**config.mk**
```make
export PLATFORM = sky130hd
export DESIGN_NAME = h264_invdc_transform
export DESIGN_NICKNAME = d
export VERILOG_FILES = /design/src/rtl/h264_invdc_pkg.sv /design/src/rtl/h264_invdc_butterfly.sv /design/src/rtl/h264_invdc_transform.sv
export SDC_FILE = /design/constraint.sdc
export NUM_CORES = 1
export LEC_CHECK = 0
export ABC_CLOCK_PERIOD_IN_PS = 6600
export BUFFER_PORTS_ARGS = -buffer_cell sky130_fd_sc_hd__buf_2
export CAP_MARGIN = 20
export CORE_ASPECT_RATIO = 1.4
export CORE_MARGIN = 10
export CORE_UTILIZATION = 47
export DETAILED_ROUTE_END_ITERATION = 16
export GPL_ROUTABILITY_DRIVEN = 1
export REMOVE_ABC_BUFFERS = 1
export SETUP_SLACK_MARGIN = 0.02
export SLEW_MARGIN = 20
export SYNTH_ARGS = -nofsm -noshare
export SYNTH_HDL_FRONTEND = slang
export SYNTH_SLANG_ARGS = --single-unit
```
**constraint.sdc**
```tcl
create_clock -name CLK -period 6.6 [get_ports CLK]
set_clock_uncertainty 0.2 [all_clocks]
set_input_delay 0.33 -clock CLK [delete_from_list [all_inputs] [get_ports CLK]]
set_output_delay 0.33 -clock CLK [all_outputs]
set_load 0.02 [all_outputs]
```
**src/rtl/h264_invdc_pkg.sv**
```systemverilog
`default_nettype none
// ============================================================================
// Module      : h264_invdc_pkg
// Description : Shared state encoding, accumulation width and result
//               narrowing for the inverse chroma DC transform.
//               Optional macro: H264_INVDC_SAT_EN (saturate instead of wrap).
// Revision    : 1.0 - initial release
// ============================================================================
package h264_invdc_pkg;

    typedef logic [1:0] state_t;

    localparam logic [1:0] S_IN   = 2'd0;
    localparam logic [1:0] S_CALC = 2'd1;
    localparam logic [1:0] S_OUT  = 2'd2;

    // Four-term sums of DW-bit words need two guard bits.
    localparam int ACC_GUARD = 2;

    function automatic int acc_width(input int dw);
        return dw + ACC_GUARD;
    endfunction

    // Caller keeps the low dw bits of the result.
    function automatic logic signed [63:0] narrow(input logic signed [63:0] v,
                                                  input int dw);
`ifdef H264_INVDC_SAT_EN
        logic signed [63:0] hi;
        logic signed [63:0] lo;
        hi = (64'sd1 <<< (dw - 1)) - 64'sd1;
        lo = -(64'sd1 <<< (dw - 1));
        if (v > hi)
            return hi;
        else if (v < lo)
            return lo;
        else
            return v;
`else
        return v & ((64'sd1 <<< dw) - 64'sd1);
`endif
    endfunction

endpackage
`default_nettype wire

```
**src/rtl/h264_invdc_butterfly.sv**
```systemverilog
`default_nettype none
// ============================================================================
// Module      : h264_invdc_butterfly
// Description : Combinational 2x2 inverse Hadamard butterfly at AW bits.
// Revision    : 1.0 - initial release
// ============================================================================
module h264_invdc_butterfly #(
    parameter int AW = 18
) (
    input  logic signed [AW-1:0] d00,
    input  logic signed [AW-1:0] d01,
    input  logic signed [AW-1:0] d10,
    input  logic signed [AW-1:0] d11,
    output logic signed [AW-1:0] f00,
    output logic signed [AW-1:0] f01,
    output logic signed [AW-1:0] f10,
    output logic signed [AW-1:0] f11
);

    logic signed [AW-1:0] s0;
    logic signed [AW-1:0] s1;
    logic signed [AW-1:0] t0;
    logic signed [AW-1:0] t1;

    always_comb begin
        s0  = d00 + d01;
        s1  = d10 + d11;
        t0  = d00 - d01;
        t1  = d10 - d11;
        f00 = s0 + s1;
        f01 = t0 + t1;
        f10 = s0 - s1;
        f11 = t0 - t1;
    end

endmodule
`default_nettype wire

```
**src/rtl/h264_invdc_transform.sv**
```systemverilog
`default_nettype none
// ============================================================================
// Module      : h264_invdc_transform
// Description : Streaming inverse 2x2 chroma DC Hadamard transform: collect
//               four words, one compute cycle, emit four words.
//               Optional macro: H264_INVDC_SAT_EN (saturate instead of wrap).
// Revision    : 1.0 - initial release
// ============================================================================
module h264_invdc_transform
    import h264_invdc_pkg::*;
#(
    parameter int TOGETHER = 0,
    parameter int DW       = 16
) (
    input  logic          CLK,
    input  logic          RESET,
    output logic          READYI,
    input  logic          ENABLE,
    input  logic [DW-1:0] XXIN,
    output logic          VALID,
    output logic [DW-1:0] YYOUT,
    input  logic          READYO
);

    localparam int AW = acc_width(DW);

    state_t        state_q, state_d;
    logic [1:0]    icnt_q, icnt_d;
    logic [1:0]    ocnt_q, ocnt_d;
    logic [DW-1:0] d_q [4];
    logic [DW-1:0] d_d [4];
    logic [DW-1:0] f_q [4];
    logic [DW-1:0] f_d [4];
    logic          valid_q, valid_d;
    logic [DW-1:0] yyout_q, yyout_d;

    logic signed [AW-1:0] w_ext [4];
    logic signed [AW-1:0] w_f   [4];
    logic                 w_emit;

    assign READYI = RESET && (state_q == S_IN);
    assign VALID  = valid_q;
    assign YYOUT  = yyout_q;

    always_comb begin
        for (int i = 0; i < 4; i++)
            w_ext[i] = {{(AW-DW){d_q[i][DW-1]}}, d_q[i]};
    end

    h264_invdc_butterfly #(
        .AW (AW)
    ) u_butterfly (
        .d00 (w_ext[0]),
        .d01 (w_ext[1]),
        .d10 (w_ext[2]),
        .d11 (w_ext[3]),
        .f00 (w_f[0]),
        .f01 (w_f[1]),
        .f10 (w_f[2]),
        .f11 (w_f[3])
    );

    // In burst mode only the first word waits for the sink.
    always_comb begin
        if (TOGETHER != 0)
            w_emit = READYO || (ocnt_q != 2'd0);
        else
            w_emit = READYO;
    end

    always_comb begin
        state_d = state_q;
        icnt_d  = icnt_q;
        ocnt_d  = ocnt_q;
        d_d     = d_q;
        f_d     = f_q;
        valid_d = 1'b0;
        yyout_d = yyout_q;
        case (state_q)
            S_IN: begin
                if (ENABLE && READYI) begin
                    d_d[icnt_q] = XXIN;
                    icnt_d      = icnt_q + 2'd1;
                    if (icnt_q == 2'd3)
                        state_d = S_CALC;
                end
            end
            S_CALC: begin
                for (int i = 0; i < 4; i++)
                    f_d[i] = DW'(narrow({{(64-AW){w_f[i][AW-1]}}, w_f[i]}, DW));
                state_d = S_OUT;
            end
            S_OUT: begin
                if (w_emit) begin
                    yyout_d = f_q[ocnt_q];
                    valid_d = 1'b1;
                    ocnt_d  = ocnt_q + 2'd1;
                    if (ocnt_q == 2'd3)
                        state_d = S_IN;
                end
            end
            default: state_d = S_IN;
        endcase
    end

    always_ff @(posedge CLK or negedge RESET) begin
        if (!RESET) begin
            state_q <= S_IN;
            icnt_q  <= 2'd0;
            ocnt_q  <= 2'd0;
            valid_q <= 1'b0;
            yyout_q <= '0;
            for (int i = 0; i < 4; i++) begin
                d_q[i] <= '0;
                f_q[i] <= '0;
            end
        end else begin
            state_q <= state_d;
            icnt_q  <= icnt_d;
            ocnt_q  <= ocnt_d;
            valid_q <= valid_d;
            yyout_q <= yyout_d;
            d_q     <= d_d;
            f_q     <= f_d;
        end
    end

endmodule
`default_nettype wire
```
==> run summary <==
status -> complete, no violations
die area -> 30000 um2
Synth Area in XOR/XNOR -> 0.0906
FMAX -> 214 MHz
# setup viols final -> 0
n_diodes -> 0
DRT iter0 DRCs -> 238
CP Data Arrival Time -> 4.76 ns
Die Ht -> 201 um
fin util -> 0.526
antenna-violating nets left -> 0
Tot GR Track Use -> 0.159
largest net degree at the start of global routing -> 96
DR DRC count -> 0
CTS tree -> built
Hold Startpoint -> ENABLE
CTS Buf Count -> 17
largest area contributor in the netlist -> dfrtp_1
synthesized cell area -> 11000 um2
Multi-input gate area -> 6650 um2
largest family of logic cells by synthesized area -> compound AO/OA/AOI/OAI gates
count of cell types in the netlist -> 60
Final Hold Viols -> 0
GRT met3 Usage -> 0.0257
grt peak-use layer -> met2
clk buf depth -> 2
Synth top area share -> 0.339
number of I/O port buffers -> 37
Worst Reg-to-Reg Cells -> 20
cells after synthesis -> 1169
crit path from -> d_q[1]$_DFFE_PN0P_
WHS -> 0.139 ns
first-pass GRT wire length -> 38.8 mm
vias in the first global route -> 7867
Simple-Gate Fraction of Synth Area -> 0.0928
CP Max Fanout -> 7
core box area -> 23100 um2
post-DP HPWL -> 18.2 mm
Hold Buf Count CTS -> 18
worst slew pin tran -> 0.928 ns
normalized max-slew margin -> 0.380
top cells by area, synth -> dfrtp_1, ha_1, mux2_2
Post-synth top cells -> dfrtp_1, ha_1, inv_1
post-synthesis mux area share -> 0.100
post_cts resized -> 0
launch point of the worst reg-to-reg path -> d_q[1]$_DFFE_PN0P_
IO Pins -> 38
buffer count from post-CTS setup fixing -> 0
kind of critical path -> register to register
GRT met2 Usage -> 0.264
worst skew pair latency -> 0.44 ns
Layout Nets -> 1348
CTS H-tree lvls -> 4
per-cell routed wire length -> 15.3 um
grt total ovfl -> 0
Final Critical Period -> 4.67 ns
Area Overhead vs Synth -> 10.5%
post-synthesis adder-cell area fraction -> 0.157
Final Slew Violations -> 0
CTS clk-pin slew, worst paths -> 0.06 ns
Compound-Gate Fraction of Synth Area -> 0.164
max_cap viols -> 0
EDFF count, synth -> 0
path type of the worst min-delay path -> input pin to register
hold-critical path depth -> 3
initial antenna violation count -> 0
final WL -> 23.1 mm
register area share after synthesis -> 0.339
register area -> 3730 um2
Top FF cell, synth -> dfrtp_1
Std-Cell Rows -> 66
Die X -> 149 um
Vias/cell -> 5.16
Root Driver -> clkbuf_16
fraction of registers with async set/reset -> 1.00
capturing element type of the critical path -> register
TNS Setup -> 0 ns
Req. time, crit path -> 6.69 ns
Sink Count -> 149
Starting Density -> 0.476
number of synthesized register bits -> 149
most common cell in the netlist -> dfrtp_1
syn_area_per_cell -> 9.41 um2
Initial DRT Pass Iterations -> 4
GP Congestion -> 0.898
Via Count -> 7819
Layout fillers -> 2177
YS warnings -> 0
period utilization -> 0.708
unrepaired setup endpoints after global routing -> false
Worst setup SP type -> register
met1 usage -> 0.203
layout cells sized above 1 -> 0.142
flip-flops by register name (all words and copies together), names as in the netlist:
| name | count |
|---|---|
| VALID | 1 |
| YYOUT | 16 |
| d_q | 64 |
| f_q | 62 |
| icnt_q | 2 |
| ocnt_q | 2 |
| state_q | 2 |
placed cells by master, fill, tap and decap left out, types with 7 or more instances in the layout:
cell / n
o21ai_0: 106
nand3_1: 7
nor2b_1: 10
o21bai_1: 20
fa_1: 8
a21oi_1: 88
xor2_1: 33
nand2_1: 107
o21a_1: 7
clkbuf_16: 17
buf_2: 36
xnor2_1: 79
nor3_1: 10
inv_1: 114
nand2b_1: 18
dlygate4sd3_1: 18
mux2_2: 66
dfrtp_1: 149
a31oi_1: 7
nor2_1: 55
mux4_2: 15
a21o_1: 17
ha_1: 125
critical path: stages (launching register included):
cell and delay, ns:
dfrtp_1 0.40, inv_1 0.11, ha_1 0.30, nor2b_1 0.12
o21ai_0 0.25, a21oi_1 0.16, o41ai_2 0.46, nor2b_1 0.09
o21ai_0 0.16, nand2b_1 0.08, xor2_1 0.16, ha_1 0.41
inv_1 0.17, nor2_1 0.06, o21ai_0 0.24, nand2b_1 0.15
a221o_1 0.31, a31oi_1 0.26, o21ai_0 0.17, xnor2_1 0.19
o21ai_1 0.07
per-layer routing:
layer	up-vias	routed length, um
li1	4023	-
met1	3694	10900
met2	80	11200
met3	22	578
met4	0	449
met5	-	0
metrics by stage:
| stage | std cells | setup WS [ns] | cell area (um2) |
|---|---|---|---|
| after floorplan | 1117 | 2.30 | 10800 |
| after global placement | 1464 | 1.97 | 11400 |
| after detailed placement | 1464 | 1.93 | 11400 |
| after CTS | 1514 | 1.91 | 12200 |
| after global routing | 1514 | 1.53 | 12200 |
| final | 1514 | 1.93 | 12200 |
final timing paths:
path / to / slack, ns
worst min-delay path: icnt_q[0]$_DFFE_PN0P_ / 0.14
min in group asynchronous: icnt_q[0]$_DFFE_PN0P_ / 0.31
worst max register to register: f_q[47]$_DFFE_PN0N_ / 1.93
max in group asynchronous: f_q[31]$_DFFE_PN0N_ / 4.52
worst min register to register: f_q[39]$_DFFE_PN0N_ / 0.28
worst max-delay path: f_q[47]$_DFFE_PN0N_ / 1.93
kinds of logic after synthesis:
family	Yosys count
and+or+nand+nor	229
muxes	83
xor gates and xnor gates	113
adders and majority gates	133
AOI/OAI and AO/OA	296
buffers and inverters	166
DFF	149
cell type report:
type,instances,area share
Tap cell,306,0.0315
Timing Repair Buffer,59,0.0330
Clock inverter,15,0.0119
Sequential cell,149,0.307
Clock buffer,17,0.0350
Multi-Input combinational cell,854,0.547
Inverter,114,0.0352
Power is not shown: default switching activity piles up to over one toggle a cycle in this logic, so the estimate is an artifact.
